**src/rtl/riscv_mc_ctrl.sv**
```systemverilog
// riscv_mc_ctrl: multi-cycle FETCH/DECODE/EXEC/MEM/WB control sequencer for the RV32I-subset core.
// Optional feature macro: RISCV_ILLEGAL_TRAP_EN (unknown opcode parks the core in TRAP until reset).

package riscv_pkg;

   typedef enum logic [3:0] {
      alu_add  = 4'h0,
      alu_sub  = 4'h1,
      alu_sll  = 4'h2,
      alu_slt  = 4'h3,
      alu_sltu = 4'h4,
      alu_xor  = 4'h5,
      alu_srl  = 4'h6,
      alu_sra  = 4'h7,
      alu_or   = 4'h8,
      alu_and  = 4'h9,
      alu_ndef = 4'hF
   } alu_op_t;

   typedef struct packed {
      alu_op_t alu_op;
      logic    alu_src;
      logic    mem_read;
      logic    mem_write;
      logic    mem_to_reg;
      logic    reg_write;
      logic    branch;
      logic    branch_neq;
      logic    jump;
   } riscv_control_t;

   localparam logic [6:0] OPC_LOAD  = 7'b0000011;
   localparam logic [6:0] OPC_STORE = 7'b0100011;
   localparam logic [6:0] OPC_IMM   = 7'b0010011;
   localparam logic [6:0] OPC_REG   = 7'b0110011;
   localparam logic [6:0] OPC_BR    = 7'b1100011;
   localparam logic [6:0] OPC_JUMP  = 7'b1101111;

   localparam logic [2:0] F3_BNEQ = 3'b001;

   // funct3 to ALU operation; alt selects the sub/sra variant of add/srl
   function automatic alu_op_t alu_map(input logic [2:0] f3, input logic alt);
      case (f3)
         3'b000:  return alt ? alu_sub : alu_add;
         3'b001:  return alu_sll;
         3'b010:  return alu_slt;
         3'b011:  return alu_sltu;
         3'b100:  return alu_xor;
         3'b101:  return alt ? alu_sra : alu_srl;
         3'b110:  return alu_or;
         default: return alu_and;
      endcase
   endfunction

endpackage

module riscv_mc_ctrl
   import riscv_pkg::*;
#(
   parameter int CNT_W = 32
) (
   input  logic                 clk,
   input  logic                 rst_n,
   input  logic [31:0]          instr,
   input  logic                 alu_zero,
   output logic                 imem_req,
   input  logic                 imem_ack,
   output logic                 ir_write,
   output logic                 dmem_req,
   output logic                 dmem_we,
   input  logic                 dmem_ack,
   output riscv_control_t       ctrl,
   output logic                 pc_write,
   output logic                 pc_sel,
   output logic [CNT_W-1:0]     instret,
   output logic                 illegal
);

   typedef enum logic [2:0] {
      FETCH  = 3'd0,
      DECODE = 3'd1,
      EXEC   = 3'd2,
      MEM    = 3'd3,
`ifdef RISCV_ILLEGAL_TRAP_EN
      WB     = 3'd4,
      TRAP   = 3'd5
`else
      WB     = 3'd4
`endif
   } state_t;

   localparam riscv_control_t CTRL_RST = '{alu_op: alu_ndef, default: 1'b0};

   state_t         state_q, state_d;
   riscv_control_t ctrl_q, dec;

   logic [6:0] opcode;
   logic [2:0] funct3;
   logic       unused_bits;

   assign opcode      = instr[6:0];
   assign funct3      = instr[14:12];
   assign unused_bits = ^{instr[31], instr[29:15], instr[11:7]};

   // opcode/funct decode into a fresh control word; unknown opcodes stay alu_ndef with no flags
   always_comb begin
      dec        = CTRL_RST;
      case (opcode)
         OPC_REG: begin
            dec.alu_op    = alu_map(funct3, instr[30]);
            dec.reg_write = 1'b1;
         end
         OPC_IMM: begin
            dec.alu_op    = alu_map(funct3, instr[30] && funct3 == 3'b101);
            dec.reg_write = 1'b1;
            dec.alu_src   = 1'b1;
         end
         OPC_LOAD: begin
            dec.alu_op     = alu_add;
            dec.mem_read   = 1'b1;
            dec.mem_to_reg = 1'b1;
            dec.reg_write  = 1'b1;
            dec.alu_src    = 1'b1;
         end
         OPC_STORE: begin
            dec.alu_op    = alu_add;
            dec.mem_write = 1'b1;
            dec.alu_src   = 1'b1;
         end
         OPC_BR: begin
            dec.alu_op     = alu_sub;
            dec.branch     = 1'b1;
            dec.branch_neq = funct3 == F3_BNEQ;
         end
         OPC_JUMP: begin
            dec.alu_op    = alu_add;
            dec.jump      = 1'b1;
            dec.reg_write = 1'b1;
         end
         default: dec = CTRL_RST;
      endcase
   end

   // state register
   always_ff @(posedge clk or negedge rst_n) begin
      if (!rst_n) state_q <= FETCH;
      else        state_q <= state_d;
   end

   // next-state sequencing; memory states wait for their ack
   always_comb begin
      state_d = state_q;
      case (state_q)
         FETCH:   state_d = imem_ack ? DECODE : FETCH;
`ifdef RISCV_ILLEGAL_TRAP_EN
         DECODE:  state_d = (dec.alu_op == alu_ndef) ? TRAP : EXEC;
         TRAP:    state_d = TRAP;
`else
         DECODE:  state_d = EXEC;
`endif
         EXEC:    state_d = (ctrl_q.mem_read || ctrl_q.mem_write) ? MEM : ctrl_q.reg_write ? WB : FETCH;
         MEM:     state_d = !dmem_ack ? MEM : ctrl_q.mem_read ? WB : FETCH;
         WB:      state_d = FETCH;
         default: state_d = FETCH;
      endcase
   end

   // state-qualified outputs; requests are pure Moore, completion pulses follow the acks
   always_comb begin
      imem_req       = state_q == FETCH;
      ir_write       = state_q == FETCH && imem_ack;
      dmem_req       = state_q == MEM;
      dmem_we        = state_q == MEM && ctrl_q.mem_write;
      pc_write       = (state_q == EXEC && (ctrl_q.branch || ctrl_q.alu_op == alu_ndef)) ||
                       (state_q == MEM && dmem_ack && ctrl_q.mem_write) ||
                       state_q == WB;
      pc_sel         = (state_q == EXEC && ctrl_q.branch && (alu_zero ^ ctrl_q.branch_neq)) ||
                       (state_q == WB && ctrl_q.jump);
      ctrl           = ctrl_q;
      ctrl.reg_write = ctrl_q.reg_write && state_q == WB;
   end

   // control word captured in DECODE, retire counter stepped by every PC update
   always_ff @(posedge clk or negedge rst_n) begin
      if (!rst_n) begin
         ctrl_q  <= CTRL_RST;
         instret <= '0;
      end else begin
         if (state_q == DECODE) ctrl_q <= dec;
         instret <= instret + CNT_W'(pc_write);
      end
   end

`ifdef RISCV_ILLEGAL_TRAP_EN
   // sticky flag raised on the way into TRAP
   always_ff @(posedge clk or negedge rst_n) begin
      if (!rst_n)                                     illegal <= 1'b0;
      else if (state_q == DECODE && state_d == TRAP) illegal <= 1'b1;
   end
`else
   assign illegal = 1'b0;
`endif

endmodule

```
**config.mk**
```make
export PLATFORM = sky130hd
export DESIGN_NAME = riscv_mc_ctrl
export DESIGN_NICKNAME = d
export VERILOG_FILES = /design/src/rtl/riscv_mc_ctrl.sv
export SDC_FILE = /design/constraint.sdc
export NUM_CORES = 1
export LEC_CHECK = 0
export ABC_AREA = 1
export BUFFER_PORTS_ARGS = -buffer_cell sky130_fd_sc_hd__clkbuf_2
export CORE_AREA = 2 2 79 81
export CTS_CLUSTER_DIAMETER = 150
export DETAILED_ROUTE_END_ITERATION = 8
export DIE_AREA = 0 0 81 83
export PLACE_DENSITY = 0.75
export REMOVE_ABC_BUFFERS = 1
export SLEW_MARGIN = 20
export SYNTH_ARGS = -nofsm -noshare
export SYNTH_HDL_FRONTEND = slang
export SYNTH_SLANG_ARGS = --single-unit
```
**constraint.sdc**
```tcl
create_clock -name clk -period 2.2 [get_ports clk]
set_input_delay 0.22 -clock clk [delete_from_list [all_inputs] [get_ports clk]]
set_output_delay 0.22 -clock clk [all_outputs]
set_load 0.01 [all_outputs]
```
== After elaboration in Yosys (flattened, before gate mapping) ==
Cells that the tools add are included.
Widths: inputs -> output; s select.
Operators by class
  bitwise operators: 1
  eq/ne operators: 17
  reduce and logical (&&, ||, !) cells: 20
  $add $sub $neg: 1
  mux-type cells: 19
Operators by type and width (number)
  $pmux 4 s7: 2
  $add 32x1->32: 1
  $pmux 4 s4: 1
  $eq 7x6->1 const B: 2
  $eq 7x7->1 const B: 2
  $eq 3x2->1 const B: 4
  $eq 3x3->1 const B: 4
  $mux 3: 4
  $pmux 3 s4: 1
  $logic_and 1x1->1: 10
  $mux 1: 10
  $eq 7x2->1 const B: 1
  $eq 7x5->1 const B: 1
  $eq 3x1->1 const B: 2
  $logic_not 3->1: 2
  $reduce_or 3->1: 2
  $logic_or 1x1->1: 5
  $eq 4x4->1 const B: 1
  $reduce_or 4->1: 1
  $mux 2: 1
  $xor 1x1->1: 1
Word-level totals
  bits in registers: 46
  input bits: 37
  output and inout port bits: 51

== Longest topological paths before layout ==
  depth after elaboration: 6
  mapped depth: 15
  depth with buffers taken out: 15

== Least setup slack after synthesis ==
OpenSTA, ideal clock, no wires.
  kind: reg2reg
  from: register state_q[2]
  to: register instret[18]
  clock period less this slack: 2435 ps
  data arrival time: 2308 ps
  path buffers: 0
  setup slack: -235 ps
  stages on the path, launching flop included: 14
  setup time: 126 ps
  cells stage by stage: dfrtp_1 nor3_2 inv_1 nor2_1 a21oi_1 nand2_1 ha_1 ha_1 nand3_2 nor2_4 nand2_1 nor2_2 nand2_1 xnor2_1
Between the ends
  longest elaborated chain between the ends: 6
  elaborated cells on any way between the ends: 9
  classes of those cells: add/sub (1); eq/ne (3); reduce/logical (5)
Ends and longest elaborated chain
  from (decl): RTL line 94  | state_t state_q, state_d;
  from (signal assigned): RTL line 147  | else state_q <= state_d;
  $eq 3x2->1
  via dmem_req: RTL line 69  | output logic dmem_req,
  $logic_and 1x1->1 (2 in a row): RTL line 175  | (state_q == MEM && dmem_ack && ctrl_q.mem_write) ||
  $logic_or 1x1->1: RTL line 174  | pc_write = (state_q == EXEC && (ctrl_q.branch || ctrl_q.alu_op == alu_ndef)) ||
  $logic_or 1x1->1: RTL line 175
  via pc_write: RTL line 73  | output logic pc_write,
  $add 32x1->32: RTL line 190  | instret <= instret + CNT_W'(pc_write);
  to (signal assigned): RTL line 190
  to (decl): RTL line 75  | output logic [CNT_W-1:0] instret,
The timed path passes the listed nets, and every way through them passes these cells.
A chain may end at the register's enable or synchronous reset.

== Worst setup path in the final report ==
  from: register state_q[1]
  to: register state_q[1]
Between the ends
  longest elaborated chain between the ends: 2
  elaborated cells on any way between the ends: 5
  classes of those cells: eq/ne (3); mux (1); reduce/logical (1)
Ends and longest elaborated chain
  $eq 3x2->1, or another cell as far along: RTL line 153  | case (state_q)
  $pmux 3 s4 (*): RTL line 153
  via state_d[1]: RTL line 94
Mark *: on every way through the listed nets, which the timed path passes. The rest lies on a longest branch.

==> impl_metrics.toml <==
[floorplan]
start_util_pct = 45.1
ios = 88
die_w_um = 81
die-area_sq_mm = 0.00672
rows = 28
chipHeight_um = 83
core-area_sq_mm = 0.00582

[logic_synthesis]
yosysTopAreaCell = "dfrtp_1"
synth_area_sq_mm = 0.00263
synth_xor_area_share_pct = 9.01
netlist-cell-type-count = 28
ys_warn_count = 0
synth_area_leaders = "dfrtp_1, nand2_1, inv_1"
synth_compound_area_share_pct = 3.62
synth-adder-area-share_pct = 0.953
synthCells = 334
netlist.area_leader.share_pct = 40.0
synth_top_family_by_area = "simple AND/OR/NAND/NOR gates"
synth_mux_area_share_pct = 0
synth-simple-area-share_pct = 32.3
avgSynthCellArea_sq_um = 7.86
ys_seq_area_share_pct = 44.0
ys_seq_elements = 46

[global_routing]
use_met3_pct = 4.46
grt_pass1_wl_um = 11300
antenna_found_initial = 0
grt_max_degree = 28
track_usage_pct = 21.1
busiest_layer = "met2"
grt_pass1_vias = 2491
grt-ovfl-total = 0
grt_util_met1_pct = 25.1
grt_util_met2_pct = 37.8

[cts]
root_buffer = "clkbuf_8"
clock_latency_ns = 0.30
cts_tree = "done"
cts.sinks = 46
clock_path_buffers = 2
clk_pin_slew_worst_paths_ns = 0.09
cts-buffers-inserted = 5
cts-htree-levels = 2

[timing]
slew_violations = 0
max_slew_margin_pct = 62.5
fmax_ghz = 0.464
period_minus_slack_ns = 2.16
finalHoldViolations = 0
hold_slack_ns = 0.131
worst_pin_slew_ns = 0.560
finalCritPeriodShare_pct = 98.0
finalSetupViolations = 0
skew_ns = 0.0112

[layout]
diodes = 0
final_util_pct = 60.4
finalNonFillerCells = 518
design_area_sq_mm = 0.00351
drive_above_1_share_pct = 35.7
fin_nets = 481
syn_to_final_growth_pct = 33.7

[routing]
drc = 0
dr.pass1.iters = 4
via_count = 2496
routed_via_density = 4.82
routed_wl_um = 6680
wl_per_cell_um = 12.9
detail-route-antenna-nets = 0
drt_iter0_drc = 118

[placed_design]
gp_congestion = 0.878
dpl.cell_count = 488
post-dp-hpwl_um = 5030
place_area_sq_mm = 0.00315
io_buffer_count = 65

[power_and_ir_drop]
p_sw_share_pct = 33.6
clockPowerShare_pct = 21.3
powerDensity_mw_per_mm2 = 713
internal_power_uw = 1660
switchingPower_uw = 840
p_leak_uw = 0.00178
seqPwrFrac_pct = 43.7
power_frac_comb_pct = 35.0
ir_drop_mv = 0.347

[worst_setup_path]
crit_path_start_kind = "flop"
startpoint = "state_q[1]$_DFF_PN0_"
cp.required_ns = 2.44
cp_max_fo = 2
r2r_slack_ns = 0.04
worst-setup-path-type = "flop to flop"
worst_ep_arrival_time_ns = 2.40
end_kind = "flop"
worstReg2RegStart = "state_q[1]$_DFF_PN0_"

[worst_hold_path]
hp-class = "input port to flop"
hp-start = "imem_ack"

[run_status]
status = "finished, final reports clean"

[job]
max_cap_viol_count = 0
cell families (layout without fill, tap and decap cells):
logic type | Yosys count | count (layout)
flip-flops | 46 | 46
buffers and inverters | 57 | 166
other | 1 | 1
XOR/XNOR | 27 | 27
AND/OR/NAND/NOR | 185 | 185
adder cells (fa/ha/maj) | 2 | 2
AO/OA/AOI/OAI | 16 | 16
state kept, by name (all words and copies together), names as in the netlist:
register and flops:
ctrl 10, state_q 3, instret 32, ctrl_q 1
area by class of cell:
cell class | instances | area, sq um
tap | 75 | 93.8
clock buffer | 7 | 86.3
fill | 530 | 2300
sequential | 46 | 1160
inverter | 44 | 165
multi-input combinational | 231 | 1310
timing repair buffer | 114 | 696
clock inverter | 1 | 5.00
metal layers:
metal	up-vias	routed length [um]
li1	1249	-
met1	1172	2730
met2	69	3600
met3	6	297
met4	0	55
met5	-	0
cells in the mapped netlist, drive strengths merged:
| master | number |
|---|---|
| conb | 1 |
| ha | 2 |
| o32ai | 1 |
| a21oi | 6 |
| nor3 | 19 |
| xor2 | 17 |
| nor2 | 48 |
| nor3b | 1 |
| nand4 | 3 |
| nand3b | 1 |
| o41ai | 1 |
| nand2 | 93 |
| inv | 44 |
| o31ai | 1 |
| dfrtp | 42 |
| dfstp | 4 |
| o21ai | 5 |
| a41oi | 1 |
| nand3 | 20 |
| buf | 13 |
| o22ai | 1 |
| xnor2 | 10 |
critical path: stages (launching register included):
cell,delay (ns)
dfrtp_1,0.39
inv_2,0.07
nor3_4,0.21
inv_2,0.08
buf_4,0.13
buf_4,0.12
buf_4,0.12
buf_4,0.12
buf_4,0.12
buf_4,0.12
buf_4,0.12
buf_4,0.12
buf_4,0.13
nor2_4,0.14
nor2_4,0.05
nand2_1,0.06
timing repair:
action | in CTS | in global routing
pin swaps | 8 | 10
cloned | 0 | 0
setup endpoints to repair | 17 | 29
endpoints found under the hold margin | 19 | 0
gates resized for setup | 11 | 15
hold buffers | 1 | 0
setup buffers | 16 | 6
cell usage in the layout, fill, tap and decap left out:
| cell type | count |
|---|---|
| a21oi_1 | 5 |
| a21oi_2 | 1 |
| a41oi_1 | 1 |
| buf_4 | 48 |
| clkbuf_1 | 1 |
| clkbuf_2 | 65 |
| clkbuf_8 | 6 |
| clkinv_2 | 1 |
| conb_1 | 1 |
| dfrtp_1 | 42 |
| dfstp_2 | 4 |
| dlygate4sd3_1 | 1 |
| ha_4 | 2 |
| inv_1 | 40 |
| inv_2 | 4 |
| nand2_1 | 89 |
| nand2_2 | 3 |
| nand2_4 | 1 |
| nand3_1 | 16 |
| nand3_2 | 2 |
| nand3_4 | 2 |
| nand3b_1 | 1 |
| nand4_1 | 3 |
| nor2_1 | 38 |
| nor2_2 | 3 |
| nor2_4 | 7 |
| nor3_1 | 10 |
| nor3_2 | 8 |
| nor3_4 | 1 |
| nor3b_1 | 1 |
| o21ai_0 | 5 |
| o22ai_1 | 1 |
| o31ai_1 | 1 |
| o32ai_1 | 1 |
| o41ai_1 | 1 |
| xnor2_1 | 10 |
| xor2_1 | 17 |
path summary, 6_finish.rpt:
check	to	cells after the start
max	state_q[1]$_DFF_PN0_	15
min	state_q[0]$_DFF_PN0_	3
max reg2reg	state_q[1]$_DFF_PN0_	15
min reg2reg	instret[31]$_DFF_PN0_	1
max in group asynchronous	ctrl[11]$_DFFE_PN1P_	3
min in group asynchronous	instret[11]$_DFF_PN0_	2
power groups by stage:
| stage | Sequential (uW) | Combinational, uW | Clock, uW |
|---|---|---|---|
| after floorplan | 1110 | 279 | 0 |
| after global placement | 1080 | 657 | 0 |
| after detailed placement | 1080 | 677 | 0 |
| after CTS | 1080 | 793 | 543 |
| after global routing | 1110 | 966 | 588 |
| final | 1090 | 875 | 533 |
stage by stage:
stage          total power (uW)  setup slack (ns)  setup TNS [ns]
3_5_place_dp               1760           -0.0776          -0.307
2_1_floorplan              1390            -0.235           -1.36
6_report                   2500            0.0446               0
3_3_place_gp               1730           -0.0166         -0.0166
4_1_cts                    2420           -0.0233         -0.0369
5_1_grt                    2660           -0.0771          -0.660
No activity file was read; power rests on OpenSTA's default activity.
